### config.mk
export PLATFORM = sky130hd
export DESIGN_NAME = signal_phase_arbiter
export DESIGN_NICKNAME = d
export VERILOG_FILES = /design/src/rtl/signal_phase_arbiter.sv
export SDC_FILE = /design/constraint.sdc
export NUM_CORES = 1
export LEC_CHECK = 0
export ABC_AREA = 1
export BUFFER_PORTS_ARGS = -buffer_cell sky130_fd_sc_hd__buf_2
export CORE_AREA = 2 2 61 63
export CTS_CLUSTER_DIAMETER = 80
export CTS_CLUSTER_SIZE = 28
export DETAILED_ROUTE_END_ITERATION = 10
export DIE_AREA = 0 0 63 65
export GPL_TIMING_DRIVEN = 0
export HOLD_SLACK_MARGIN = 0.12
export SYNTH_ARGS = -nofsm -noshare
export SYNTH_HDL_FRONTEND = slang
export SYNTH_SLANG_ARGS = --single-unit
### constraint.sdc
create_clock -name clk -period 4.6 [get_ports clk]
set_input_delay 0.23 -clock clk [delete_from_list [all_inputs] [get_ports clk]]
set_output_delay 0.23 -clock clk [all_outputs]
set_load 0.01 [all_outputs]
### src/rtl/signal_phase_arbiter.sv
// Demand-actuated phase arbiter for the four-approach intersection (RS, RD, RT, LD).
// Round-robin green grants with min/max green, fixed yellow, all-red clearance and emergency preempt.
module signal_phase_arbiter #(
  parameter int T_MIN_GREEN = 4,
  parameter int T_MAX_GREEN = 8,
  parameter int T_YELLOW    = 2,
  parameter int T_ALL_RED   = 1,
  parameter int CNT_W       = 4
) (
  input  logic       clk,
  input  logic       rst,
  input  logic [3:0] req,
  input  logic       preempt,
  input  logic [1:0] preempt_dir,
  output logic [2:0] light_RS,
  output logic [2:0] light_RD,
  output logic [2:0] light_RT,
  output logic [2:0] light_LD,
  output logic [1:0] active_dir,
  output logic       green_valid,
  output logic       preempt_ack,
  output logic [1:0] dbg_state_o
);

  localparam logic [1:0] S_IDLE    = 2'd0;
  localparam logic [1:0] S_GREEN   = 2'd1;
  localparam logic [1:0] S_YELLOW  = 2'd2;
  localparam logic [1:0] S_ALL_RED = 2'd3;

  localparam logic [2:0] L_RED    = 3'b100;
  localparam logic [2:0] L_YELLOW = 3'b010;
  localparam logic [2:0] L_GREEN  = 3'b001;

  logic [1:0]       state_q, state_d;
  logic [CNT_W-1:0] count_q, count_d;
  logic [1:0]       dir_q, dir_d;
  logic [1:0]       last_q, last_d;
  logic             pre_q, pre_d;

  logic       grant_ok;
  logic [1:0] grant_sel;
  logic       grant_pre;
  logic [1:0] idx;
  logic [3:0] active_mask;
  logic       pre_hold;
  logic       pre_other;
  logic       green_exit;

  // Preempt wins; otherwise scan last+1, last+2, last+3, last.
  always_comb begin
    grant_ok  = 1'b0;
    grant_sel = 2'd0;
    grant_pre = 1'b0;
    idx       = 2'd0;
    if (preempt) begin
      grant_ok  = 1'b1;
      grant_sel = preempt_dir;
      grant_pre = 1'b1;
    end else begin
      for (int i = 1; i <= 4; i++) begin
        idx = last_q + i[1:0];
        if (!grant_ok && req[idx]) begin
          grant_ok  = 1'b1;
          grant_sel = idx;
        end
      end
    end
  end

  always_comb begin
    active_mask = 4'b0001 << dir_q;
    pre_hold    = preempt && (preempt_dir == dir_q);
    pre_other   = preempt && (preempt_dir != dir_q);
    green_exit  = pre_other
               || (!pre_hold && (count_q >= CNT_W'(T_MAX_GREEN - 1)))
               || (!pre_hold && (count_q >= CNT_W'(T_MIN_GREEN - 1))
                   && (!req[dir_q] || ((req & ~active_mask) != 4'b0000)));
  end

  always_comb begin
    state_d = state_q;
    dir_d   = dir_q;
    last_d  = last_q;
    pre_d   = pre_q;
    case (state_q)
      S_IDLE: begin
        if (grant_ok) begin
          state_d = S_GREEN;
          dir_d   = grant_sel;
          last_d  = grant_sel;
          pre_d   = grant_pre;
        end
      end
      S_GREEN: begin
        if (green_exit) state_d = S_YELLOW;
      end
      S_YELLOW: begin
        if (count_q == CNT_W'(T_YELLOW - 1)) state_d = S_ALL_RED;
      end
      S_ALL_RED: begin
        if (count_q == CNT_W'(T_ALL_RED - 1)) begin
          if (grant_ok) begin
            state_d = S_GREEN;
            dir_d   = grant_sel;
            last_d  = grant_sel;
            pre_d   = grant_pre;
          end else begin
            state_d = S_IDLE;
          end
        end
      end
      default: state_d = S_IDLE;
    endcase
  end

  // Counter restarts on every state change and saturates so a long preempt hold cannot wrap it.
  always_comb begin
    if (state_d != state_q) count_d = '0;
    else if (&count_q)      count_d = count_q;
    else                    count_d = count_q + 1'b1;
  end

  always_ff @(posedge clk or posedge rst) begin
    if (rst) begin
      state_q <= S_IDLE;
      count_q <= '0;
      dir_q   <= 2'd0;
      last_q  <= 2'd3;
      pre_q   <= 1'b0;
    end else begin
      state_q <= state_d;
      count_q <= count_d;
      dir_q   <= dir_d;
      last_q  <= last_d;
      pre_q   <= pre_d;
    end
  end

  logic [11:0] heads;

  always_comb begin
    heads = {L_RED, L_RED, L_RED, L_RED};
    case (state_q)
      S_GREEN:  heads[dir_q*3 +: 3] = L_GREEN;
      S_YELLOW: heads[dir_q*3 +: 3] = L_YELLOW;
      default:  heads = {L_RED, L_RED, L_RED, L_RED};
    endcase
  end

  assign light_RS    = heads[2:0];
  assign light_RD    = heads[5:3];
  assign light_RT    = heads[8:6];
  assign light_LD    = heads[11:9];
  assign active_dir  = dir_q;
  assign green_valid = (state_q == S_GREEN);
  assign preempt_ack = (state_q == S_GREEN) && pre_q && preempt;
  assign dbg_state_o = state_q;

endmodule

# Word-level counts from Yosys, hierarchy flattened
# Index checks and enable logic that the tools add are counted.
# Widths: inputs -> output; s select.
classes:
  n_addsub: 5
  n_mul: 1
  order_cmp: 7
  n_eq_ne: 9
  shift: 4
  mux: 42
  n_bitwise: 7
  n_reduce_logical: 24
ops:
  columns: ["operator", "count"]
  rows:
  - ["$shiftx 3x34->12 const A", 2]
  - ["$neg 4->34", 1]
  - ["$shift 3x34->12 const A", 1]
  - ["$mux 2", 13]
  - ["$pmux 12 s2", 1]
  - ["$mux 1", 17]
  - ["$and 8x8->8", 2]
  - ["$lt 2x3->1 const B", 5]
  - ["$bmux 1 s2", 5]
  - ["$logic_and 1x1->1", 10]
  - ["$mux 4", 2]
  - ["$not 4->4", 2]
  - ["$or 4x4->4", 2]
  - ["$pmux 2 s2", 2]
  - ["$pmux 2 s4", 1]
  - ["$logic_not 1->1", 5]
  - ["$add 2x2->2 const B", 2]
  - ["$add 4x1->4 const B", 1]
  - ["$and 4x4->4", 1]
  - ["$eq 2x2->1 const B", 2]
  - ["$eq 4x1->1 const B", 1]
  - ["$ge 4x2->1 const B", 1]
  - ["$ge 4x3->1 const B", 1]
  - ["$logic_not 4->1", 1]
  - ["other kinds (14)", 18]
word_totals:
  register_bits: 11

# Depth between registers and ports, before layout
# Gate-level depths: netlist of the first run.
depth:
  ltp_word: 22
  ltp_mapped: 15
  mapped_depth_nobuf: 15

# Worst setup path before layout of the first run
# Ideal clock, no wire load.
synth_timing:
  path_kind: "register to register"
  startpoint: "register state_q[1], in the netlist dbg_state_o[1]"
  endpoint: "register count_q[2]"
  setup_time_ns: 0.121
  arrival_time_ns: 1.539
  required_time_ns: 4.479
  path_slack_ns: 2.940
  stages_incl_launch_ff: 12
  synth_period_minus_slack_ns: 1.660
  path_cell_list: "dfrtp_1 -> inv_1 -> ha_1 -> inv_1 -> a21oi_1 -> nor3_1 -> nand2_1 -> nand2_1 -> nand2_1 -> nand2_1 -> nand2_1 -> nor2_1"
synth_between:
  elab_chain_len: 4
  word_cells_on_any_way: 12
synth_rtl:
  columns: ["item", "line_no", "text"]
  rows:
  - ["start, declared", "34", "logic [1:0] state_q, state_d;"]
  - ["start signal, assigned", "131", "state_q <= state_d;"]
  - ["$eq 2x1->1 *", null, null]
  - ["net green_valid", "20", "output logic green_valid,"]
  - ["$pmux 2 s4 *", "85", "case (state_q)"]
  - ["$ne 2x2->1 *", "118", "if (state_d != state_q) count_d = '0;"]
  - ["$ne 2x2->1 (no line) or $mux 4 (tied branches)", null, null]
  - ["end signal, assigned", "132", "count_q <= count_d;"]
  - ["end, declared", "35", "logic [CNT_W-1:0] count_q, count_d;"]
# Mark *: on every way through the listed nets, which the timed path passes. The rest lies on a longest branch.
# A chain may end at the register's enable or synchronous reset.

# Final worst setup path of the first run
layout_timing:
  startpoint: "register state_q[0], in the netlist dbg_state_o[0]"
  endpoint: "output port light_RS[1]"
layout_between:
  elab_chain_len: 2
  word_cells_on_any_way: 3
layout_rtl:
  columns: ["item", "line_no", "text"]
  rows:
  - ["$eq 2x2->1 or $eq 2x1->1 (tied branches)", "143", "case (state_q)"]
  - ["$pmux 12 s2 *", "143", null]
  - ["end, declared", "15", "output logic [2:0] light_RS,"]
# Every way passes the cells marked *; elsewhere a longest branch is shown, timed or not.

==> results of run 1 <==
sequential cells by signal, summed over array words and instances, names as in the netlist:
| signal | flops |
|---|---|
| count_q | 4 |
| active_dir | 2 |
| pre_q | 1 |
| dbg_state_o | 2 |
| last_q | 2 |
Yosys cell counts, drive strengths merged:
| library cell | count |
|---|---|
| nand4 | 1 |
| inv | 32 |
| xor2 | 2 |
| a21oi | 6 |
| xnor2 | 1 |
| nand3 | 10 |
| dfrtp | 9 |
| o21ai | 20 |
| nand2 | 65 |
| nor3 | 2 |
| nor2 | 39 |
| dfstp | 2 |
| o211ai | 1 |
| buf | 1 |
| ha | 8 |
worst max-delay path: cells and delay by family (launching register included):
kind	cells	cell delay [ns]
fa+ha+maj	1	0.40
buf+inv	2	0.29
flops	1	0.44
simple gates	2	0.25
worst paths after layout:
check,to,from,cells past startpoint
min,last_q[0],preempt_dir[0],5
max,light_RS[1],dbg_state_o[0],5
min in group asynchronous,pre_q,rst,3
max reg2reg,count_q[1],dbg_state_o[1],11
max in group asynchronous,last_q[0],rst,3
min reg2reg,pre_q,pre_q,2
layout make-up:
type	instances	area, um2	area share (%)
Multi-Input combinational cell	155	736	53.6
Sequential cell	11	278	20.3
Timing Repair Buffer	27	140	10.2
Inverter	32	120	8.76
Tap cell	48	60.1	4.38
Clock buffer	4	26.3	1.92
Buffer	1	11.3	0.821
repair_timing:
item | 4_1_cts | 5_1_grt
endpoints found under the hold margin | 9 | 0
hold buffers | 1 | 0
setup buffers | 0 | 0
kinds of logic (layout without fill, tap and decap cells):
logic type,after synthesis,after routing
adders and majority gates,8,8
DFF,11,11
AOI/OAI and AO/OA,27,27
and+or+nand+nor,117,117
xor gates and xnor gates,3,3
buffers and inverters,33,64
metal layers:
metal / part of all wire, % / wire length [um] / up-vias / global-route usage (%)
li1: - / - / 681 / -
met1: 47 / 1210 / 522 / 16.4
met2: 50 / 1280 / 15 / 24.7
met3: 3.0 / 78 / 0 / 3.13
met4: 0 / 0 / 0 / 1.67
met5: 0 / 0 / - / 0
power breakdown:
part	switching, mW	leakage [nW]	internal (mW)	total (mW)
clock	0.0324	0.0150	0.0335	0.0659
combinational	0.427	0.628	0.251	0.678
sequential	0.0499	0.137	0.143	0.193
metrics by stage:
stage | instances | hold WS, ns | setup WS, ns
detailed placement | 273 | 0.249 | 2.76
finish | 278 | 0.338 | 2.72
global route | 278 | 0.387 | 2.53
global placement | 273 | 0.244 | 2.75
CTS | 278 | 0.345 | 2.70
floorplan | 199 | 0.0810 | 2.94
==> impl_metrics.py, run 1 <==
metrics = {
    "outcome": {
        "status": "finished, final reports clean",
    },
    "drt": {
        "routed_via_density": 4.38,
        "drc_errors": 0,
        "wl_um": 2570,
        "drt_iter0_markers": 61,
        "firstDrtPassIters": 4,
        "routedWlPerCell_um": 9.23,
        "postRouteAntennaNets": 0,
        "vias": 1218,
    },
    "synthesis": {
        "synth_top_family_by_area": "simple AND/OR/NAND/NOR gates",
        "muxShareOfSynthArea_pct": 0,
        "syn_area_um2": 1140,
        "syn-num-nets": 216,
        "synth_compound_area_share_pct": 12.0,
        "synthDistinctLibCells": 20,
        "syn_inst": 199,
        "synthSimpleGateAreaFrac_pct": 41.2,
        "avgSynthCellArea_um2": 5.75,
        "synthXorXnorAreaFrac_pct": 2.30,
        "yosys.area.top_type": "nand2_1",
        "synth.area.top_cells": "nand2_1 21%, dfrtp_1 20%, nor2_1 12%",
        "synth_top_area_share_pct": 20.7,
        "seq_area_frac_synth_pct": 24.3,
        "synthAdderAreaFrac_pct": 8.74,
        "synth-seq-cells": 11,
        "yosysWarnings": 0,
    },
    "timing": {
        "tightestPinTransition_ns": 0.414,
        "max_freq_mhz": 533,
        "min_period_over_period_pct": 40.8,
        "rsz0062_at_grt": "no",
        "finalClockSkew_ns": 0.00979,
        "setup_tns_ns": 0,
        "post-route-min-period_ns": 1.88,
        "hold_viol_final": 0,
        "setup_violations": 0,
        "finalMaxSlewViolations": 0,
        "slew-limit-headroom_pct": 72.4,
    },
    "critical_path": {
        "crit_type": "register to output port",
        "cp.required_ns": 4.37,
        "crit_path_start_kind": "register",
        "cp_slowest_cell": "dfrtp_1",
        "reg2reg_slack_ns": 2.79,
        "worstSetupEndpointType": "output port",
        "arrival_ns": 1.65,
        "cp_slowest_stage_delay_ns": 0.44,
        "path_max_fanout": 7,
        "crit_chain": "inv_1 -> ha_1 -> nand2_1 -> nor2_1 -> buf_2",
    },
    "layout": {
        "most-common-layout-cells": "63 x nand2_1, 37 x nor2_1, 31 x inv_1",
        "fin_nets": 248,
        "fill_cells": 399,
        "final_layout_size_suffix_gt1_share_pct": 16.1,
        "final_common_cell": "nand2_1",
        "finish.utilization_pct": 39.2,
        "fin_area_um2": 1370,
        "area_delta_synth_final_pct": 19.8,
        "num_antenna_cells": 0,
    },
    "clock_tree": {
        "clock_latency_ns": 0.27,
        "cts_buffer_depth": 2,
        "cts_tree": "done",
        "cts-root-buf": "clkbuf_4",
        "post_cts_resized": 0,
        "cts_max_level": 1,
        "cts_sinks": 11,
        "clkTransAtPathRegs_ns": 0.08,
        "cts-buffers-inserted": 3,
    },
    "placement": {
        "dpl-instance-area_um2": 1340,
        "gp_congestion": 0.806,
        "dpl.hpwl_um": 2140,
        "port_buffers": 26,
    },
    "worst_hold_path": {
        "hold_class": "primary input to register",
    },
    "power": {
        "leakage_nw": 0.780,
        "finalPower_mw": 0.937,
        "powerDensity_nw_per_um2": 683,
        "ir_worst_vdd_mv": 0.248,
    },
    "die": {
        "die_area_um2": 4100,
        "rows": 22,
        "initial_core_util_pct": 32.7,
        "die_y_um": 65,
        "io_pins": 27,
        "die_width_um": 63,
        "fp.coreArea_um2": 3500,
    },
    "flow_run": {
        "cap_violations": 0,
    },
    "global_route": {
        "antenna_found_initial": 0,
        "track_usage_pct": 13.5,
        "grt_max_degree": 12,
        "grt_pass1_wl_um": 4460,
        "grt_overflow": 0,
        "grt_pass1_vias": 1103,
    },
}
Note: power is estimated with default switching activity, not from simulation.
==> run 2: changes to the inputs <==
==> constraint.sdc (replaced) <==
create_clock -name clk -period 1.7 [get_ports clk]
set_input_delay 0.085 -clock clk [delete_from_list [all_inputs] [get_ports clk]]
set_output_delay 0.085 -clock clk [all_outputs]
set_load 0.01 [all_outputs]
==> run 2 against run 1 <==
Compared with the run above: the flow now finishes with violations (setup timing); worst setup slack got worse by 2.7 ns; wire length rose by 20%; register-to-register slack got worse by 2.8 ns; worst hold slack got worse by 0.16 ns; final area rose by 23%; global-route usage rose by 0.63 points; largest cell class unchanged; largest power group unchanged.
==> impl_metrics.py, run 2 (same netlist as run 1, synthesis figures left out) <==
metrics = {
    "clock_tree": {
        "clkTransAtPathRegs_ns": 0.08,
        "cts_sinks": 11,
        "cts_tree": "done",
        "cts_buffer_depth": 2,
        "cts-buffers-inserted": 3,
        "cts_max_level": 1,
        "cts-root-buf": "clkbuf_4",
        "clock_latency_ns": 0.27,
    },
    "drt": {
        "drt_iter0_markers": 46,
        "firstDrtPassIters": 4,
        "drc_errors": 0,
        "postRouteAntennaNets": 0,
        "vias": 1333,
        "wl_um": 3080,
        "routedWlPerCell_um": 10.5,
        "routed_via_density": 4.53,
    },
    "timing": {
        "whs_ns": 0.173,
        "tightestPinTransition_ns": 0.414,
        "post-route-min-period_ns": 1.70,
        "max_freq_mhz": 588,
        "setup_violations": 1,
        "min_period_over_period_pct": 100,
        "finalMaxSlewViolations": 0,
        "rsz0062_at_grt": "yes",
        "finalClockSkew_ns": 0.00852,
        "setup_tns_ns": -0.00101,
        "slew-limit-headroom_pct": 72.4,
        "fin_ws_ns": -0.00101,
        "hold_viol_final": 0,
    },
    "worst_hold_path": {
        "hold_path_end": "last_q[0]",
        "hold_class": "primary input to register",
        "min_path_cells": 4,
        "hp-start": "preempt",
    },
    "global_route": {
        "grt_overflow": 0,
        "track_usage_pct": 14.1,
        "grt_max_degree": 12,
        "grt_pass1_vias": 1149,
        "antenna_found_initial": 0,
        "grt_pass1_wl_um": 4620,
    },
    "critical_path": {
        "cp_slowest_stage_delay_ns": 0.57,
        "reg2reg_slack_ns": -0.001,
        "path_buf_inv": 1,
        "arrival_ns": 1.86,
        "r2r_start": "last_q[0]",
        "crit_chain": "buf_8 -> nand2_1 -> o21ai_2 -> nand2_1 -> o21ai_2 -> nor2_4 -> nand2_2 -> nor2_2 -> nor2_1 -> nand3_1 -> nand2_1 -> o21ai_1",
        "r2r-end": "active_dir[0]",
        "worstSetupEndpointType": "register",
        "crit_top_cell": "nand2_1",
        "crit_type": "register to register",
        "rr_worst_depth": 12,
        "path_max_fanout": 7,
        "cp.required_ns": 1.86,
        "crit_path_start_kind": "register",
        "cp_slowest_cell": "dfstp_2",
        "critPathTopFamily": "simple AND/OR/NAND/NOR gates",
    },
    "outcome": {
        "status": "finished with violations",
        "violations": "setup timing",
    },
    "placement": {
        "port_buffers": 26,
        "gp_congestion": 0.806,
        "placed_cells": 273,
        "dpl.hpwl_um": 2140,
    },
    "layout": {
        "largest-register": "count_q",
        "largest_reg_flops": 4,
        "area_delta_synth_final_pct": 46.9,
        "final_layout_size_suffix_gt1_share_pct": 40.2,
        "fin_nets": 264,
        "num_antenna_cells": 0,
        "final_common_cell": "nand2_1",
        "seqCellArea_um2": 282,
        "fin_cells": 294,
        "multiInputGateArea_um2": 915,
        "fill_cells": 381,
        "most-common-layout-cells": "51 x nand2_1, 31 x nor2_1, 26 x buf_2",
    },
    "power": {
        "powerDensity_nw_per_um2": 2080,
        "ir_worst_vdd_mv": 0.953,
        "leakage_nw": 0.876,
    },
    "die": {
        "die_area_um2": 4100,
        "initial_core_util_pct": 32.7,
        "die_y_um": 65,
        "io_pins": 27,
        "rows": 22,
        "die_width_um": 63,
        "fp.coreArea_um2": 3500,
    },
    "flow_run": {
        "cap_violations": 0,
    },
}
run 2: cell types whose count changed in the layout (fill, tap and decap cells not counted), moves of 3 or more:
cell / previous run / this run
buf_4: 0 / 16
dfrtp_1: 9 / 6
dfrtp_2: 0 / 3
ha_1: 8 / 2
ha_4: 0 / 4
inv_1: 31 / 23
inv_2: 1 / 8
nand2_1: 63 / 51
nand2_2: 2 / 12
nor2_1: 37 / 31
nor2_2: 1 / 7
o21ai_0: 16 / 7
o21ai_2: 0 / 6
run 2: per-stage QoR:
stage	utilization [%]	power (mW)	area, um2	setup slack (ns)
after floorplan	-	1.91	1140	0.0403
after global placement	38.2	2.39	1340	-0.150
after detailed placement	38.2	2.38	1340	-0.136
after CTS	41.6	2.76	1450	0.00954
after global routing	48.1	3.85	1680	-0.111
final	48.1	3.50	1680	-0.00101
run 2: layout make-up:
class                           instances  area share, %
Timing Repair Buffer                   43           15.5
Multi-Input combinational cell        155           54.4
Sequential cell                        11           16.7
Inverter                               32           7.37
Clock buffer                            4           1.56
Buffer                                  1          0.893
Tap cell                               48           3.57
run 2: where the power goes:
group | internal (mW) | switching (mW)
Combinational | 1.22 | 1.55
Clock | 0.0908 | 0.0893
Sequential | 0.395 | 0.150
run 2: worst min-delay path: stages:
cell     delay (ns)
buf_2          0.15
a21oi_1        0.08
nand2_1        0.07
o21ai_1        0.06
run 2: worst max path at each step:
stage	start	end	cells after the start
finish	last_q[0]	active_dir[0]	12
global route	last_q[0]	active_dir[0]	11
floorplan	dbg_state_o[1]	count_q[2]	11
detailed placement	dbg_state_o[1]	count_q[1]	11
global placement	dbg_state_o[1]	count_q[2]	11
CTS	last_q[0]	active_dir[1]	12
run 2: repair_timing:
item                                    4_1_cts  5_1_grt
hold endpoints to repair                      9        0
pin swaps                                     1       24
hold buffers                                  1        0
buffers inserted                              6       10
gates resized for setup                      11       53
endpoints found under the setup margin       16       17
run 2: layer usage:
metal / track usage [%] / wire length (um) / vias up
li1: - / - / 713
met1: 16.6 / 1350 / 597
met2: 26.7 / 1650 / 21
met3: 3.13 / 80 / 2
met4: 1.67 / 4 / 0
met5: 0 / 0 / -
==> run 3: changes to the inputs <==
--- a/config.mk
+++ b/config.mk
@@ -17,3 +17,4 @@
 export SYNTH_ARGS = -nofsm -noshare
 export SYNTH_HDL_FRONTEND = slang
 export SYNTH_SLANG_ARGS = --single-unit
+export TNS_END_PERCENT = 10
==> run 3 against run 2 <==
Compared with the run above: the flow still finishes with violations (setup timing); first-iteration DRC count fell by 6.5%; critical path depth did not move; highest routed layer unchanged; total power fell by 12%; fmax fell by 1.5%; worst hold slack improved by 0.022 ns.
==> impl_metrics.py, run 3 (same netlist as run 1, synthesis figures left out) <==
metrics = {
    "outcome": {
        "status": "finished with violations",
        "violations": "setup timing",
    },
    "critical_path": {
        "r2r_start": "last_q[0]",
        "r2r-end": "active_dir[1]",
        "path_max_fanout": 5,
        "arrival_ns": 1.89,
        "worstSetupEndpointType": "register",
        "crit_chain": "buf_6 -> nand2_2 -> o21ai_4 -> inv_1 -> o21ai_2 -> inv_1 -> nand4_1 -> o21ai_0 -> inv_2 -> nand2_1 -> nand2_1 -> nand2_1",
        "reg2reg_slack_ns": -0.03,
        "startpoint": "last_q[0]",
        "cp_slowest_cell": "dfstp_2",
        "cp_slowest_stage_delay_ns": 0.58,
        "cp.required_ns": 1.87,
        "crit_type": "register to register",
        "rr_worst_depth": 12,
        "path_buf_inv": 4,
        "crit_path_start_kind": "register",
        "critPathTopFamily": "flip-flops",
        "crit_top_cell": "nand2_1",
    },
    "die": {
        "die_width_um": 63,
        "fp.coreArea_um2": 3500,
        "io_pins": 27,
        "die_area_um2": 4100,
        "initial_core_util_pct": 32.7,
        "die_y_um": 65,
        "rows": 22,
    },
    "power": {
        "leakage_nw": 0.832,
        "finalPower_mw": 3.08,
        "ir_worst_vdd_mv": 0.784,
        "powerDensity_nw_per_um2": 1980,
    },
    "timing": {
        "finalMaxSlewViolations": 0,
        "hold_viol_final": 0,
        "finalClockSkew_ns": 0.0119,
        "rsz0062_at_grt": "yes",
        "tightestPinTransition_ns": 0.415,
        "max_freq_mhz": 579,
        "setup_violations": 3,
        "min_period_over_period_pct": 102,
        "post-route-min-period_ns": 1.73,
        "fin_ws_ns": -0.0261,
        "slew-limit-headroom_pct": 72.3,
    },
    "layout": {
        "fin_cells": 287,
        "num_antenna_cells": 0,
        "final_common_cell": "nand2_1",
        "final_layout_size_suffix_gt1_share_pct": 32.2,
        "fill_cells": 382,
        "fin_area_um2": 1560,
        "largest_reg_flops": 4,
        "area_delta_synth_final_pct": 36.1,
        "largest-register": "count_q",
        "fin_nets": 257,
        "most-common-layout-cells": "57 x nand2_1, 33 x nor2_1, 26 x inv_1, 26 x buf_2, 12 x o21ai_0",
    },
    "drt": {
        "firstDrtPassIters": 4,
        "drc_errors": 0,
        "routed_via_density": 4.47,
        "drt_iter0_markers": 43,
        "wl_um": 2830,
        "routedWlPerCell_um": 9.87,
        "postRouteAntennaNets": 0,
        "vias": 1282,
    },
    "global_route": {
        "grt_overflow": 0,
        "antenna_found_initial": 0,
        "grt_pass1_vias": 1105,
        "grt_pass1_wl_um": 4440,
        "grt_max_degree": 12,
        "track_usage_pct": 13.5,
    },
    "placement": {
        "dpl.hpwl_um": 2140,
        "gp_congestion": 0.806,
        "placed_cells": 273,
        "port_buffers": 26,
        "dpl-instance-area_um2": 1340,
    },
    "clock_tree": {
        "cts_sinks": 11,
        "cts-buffers-inserted": 3,
        "cts-root-buf": "clkbuf_4",
        "cts_buffer_depth": 2,
        "clock_latency_ns": 0.27,
        "cts_max_level": 1,
        "clkTransAtPathRegs_ns": 0.08,
        "cts_tree": "done",
    },
    "flow_run": {
        "cap_violations": 0,
    },
    "worst_hold_path": {
        "min_path_cells": 4,
        "hold_class": "primary input to register",
        "hp-start": "preempt",
        "hold_path_end": "last_q[0]",
    },
}
-- run 3: how the worst max path moves through the flow --
stage | end | slack, ns | cells after the start
3_3_place_gp | count_q[2] | -0.15 | 11
4_1_cts | active_dir[0] | -0.03 | 12
5_1_grt | last_q[1] | -0.15 | 13
6_report | active_dir[1] | -0.03 | 12
3_5_place_dp | count_q[1] | -0.14 | 11
2_1_floorplan | count_q[2] | 0.04 | 11
-- run 3: routing by layer --
| metal | vias up | part of all wire, % | track usage (%) |
|---|---|---|---|
| li1 | 696 | - | - |
| met1 | 564 | 45 | 16.1 |
| met2 | 18 | 51 | 25.0 |
| met3 | 4 | 2.4 | 3.13 |
| met4 | 0 | 1.4 | 1.67 |
| met5 | - | 0 | 0 |
-- run 3: power by group --
part           switching [mW]  internal, mW
Clock                  0.0864        0.0907
Combinational            1.37         0.981
Sequential              0.157         0.398
Total                    1.61          1.47
-- run 3: area by class of cell --
class / instances / area (um2) / area share, %
inverter: 32 / 120 / 7.71
multi-input combinational: 155 / 850 / 54.5
buffer: 1 / 11.3 / 0.723
timing repair buffer: 36 / 208 / 13.3
tap: 48 / 60.1 / 3.86
clock buffer: 4 / 26.3 / 1.69
sequential: 11 / 283 / 18.2
-- run 3: timing repair --
action / 4_1_cts / 5_1_grt
gates cloned: 0 / 1
resized for setup: 10 / 30
endpoints found under the hold margin: 9 / 0
setup buffers: 1 / 7
hold buffers: 1 / 0
endpoints found under the setup margin: 16 / 17
pin swaps: 1 / 11
-- run 3: per-stage QoR --
| step | utilization, % | hold slack (ns) | setup WS [ns] | setup TNS, ns |
|---|---|---|---|---|
| 2_1_floorplan | - | -0.0640 | 0.0403 | 0 |
| 3_3_place_gp | 38.2 | 0.0985 | -0.150 | -0.773 |
| 3_5_place_dp | 38.2 | 0.104 | -0.136 | -0.741 |
| 4_1_cts | 40.1 | 0.200 | -0.0316 | -0.0316 |
| 5_1_grt | 44.6 | 0.224 | -0.153 | -0.960 |
| 6_report | 44.6 | 0.195 | -0.0261 | -0.0363 |
-- run 3: worst register-to-register path, cell delays in order (launching register included) --
cell and delay (ns):
dfstp_2 0.58, buf_6 0.15, nand2_2 0.07, o21ai_4 0.07, inv_1 0.08, o21ai_2 0.18
inv_1 0.09, nand4_1 0.09, o21ai_0 0.10, inv_2 0.05, nand2_1 0.04, nand2_1 0.07
nand2_1 0.05
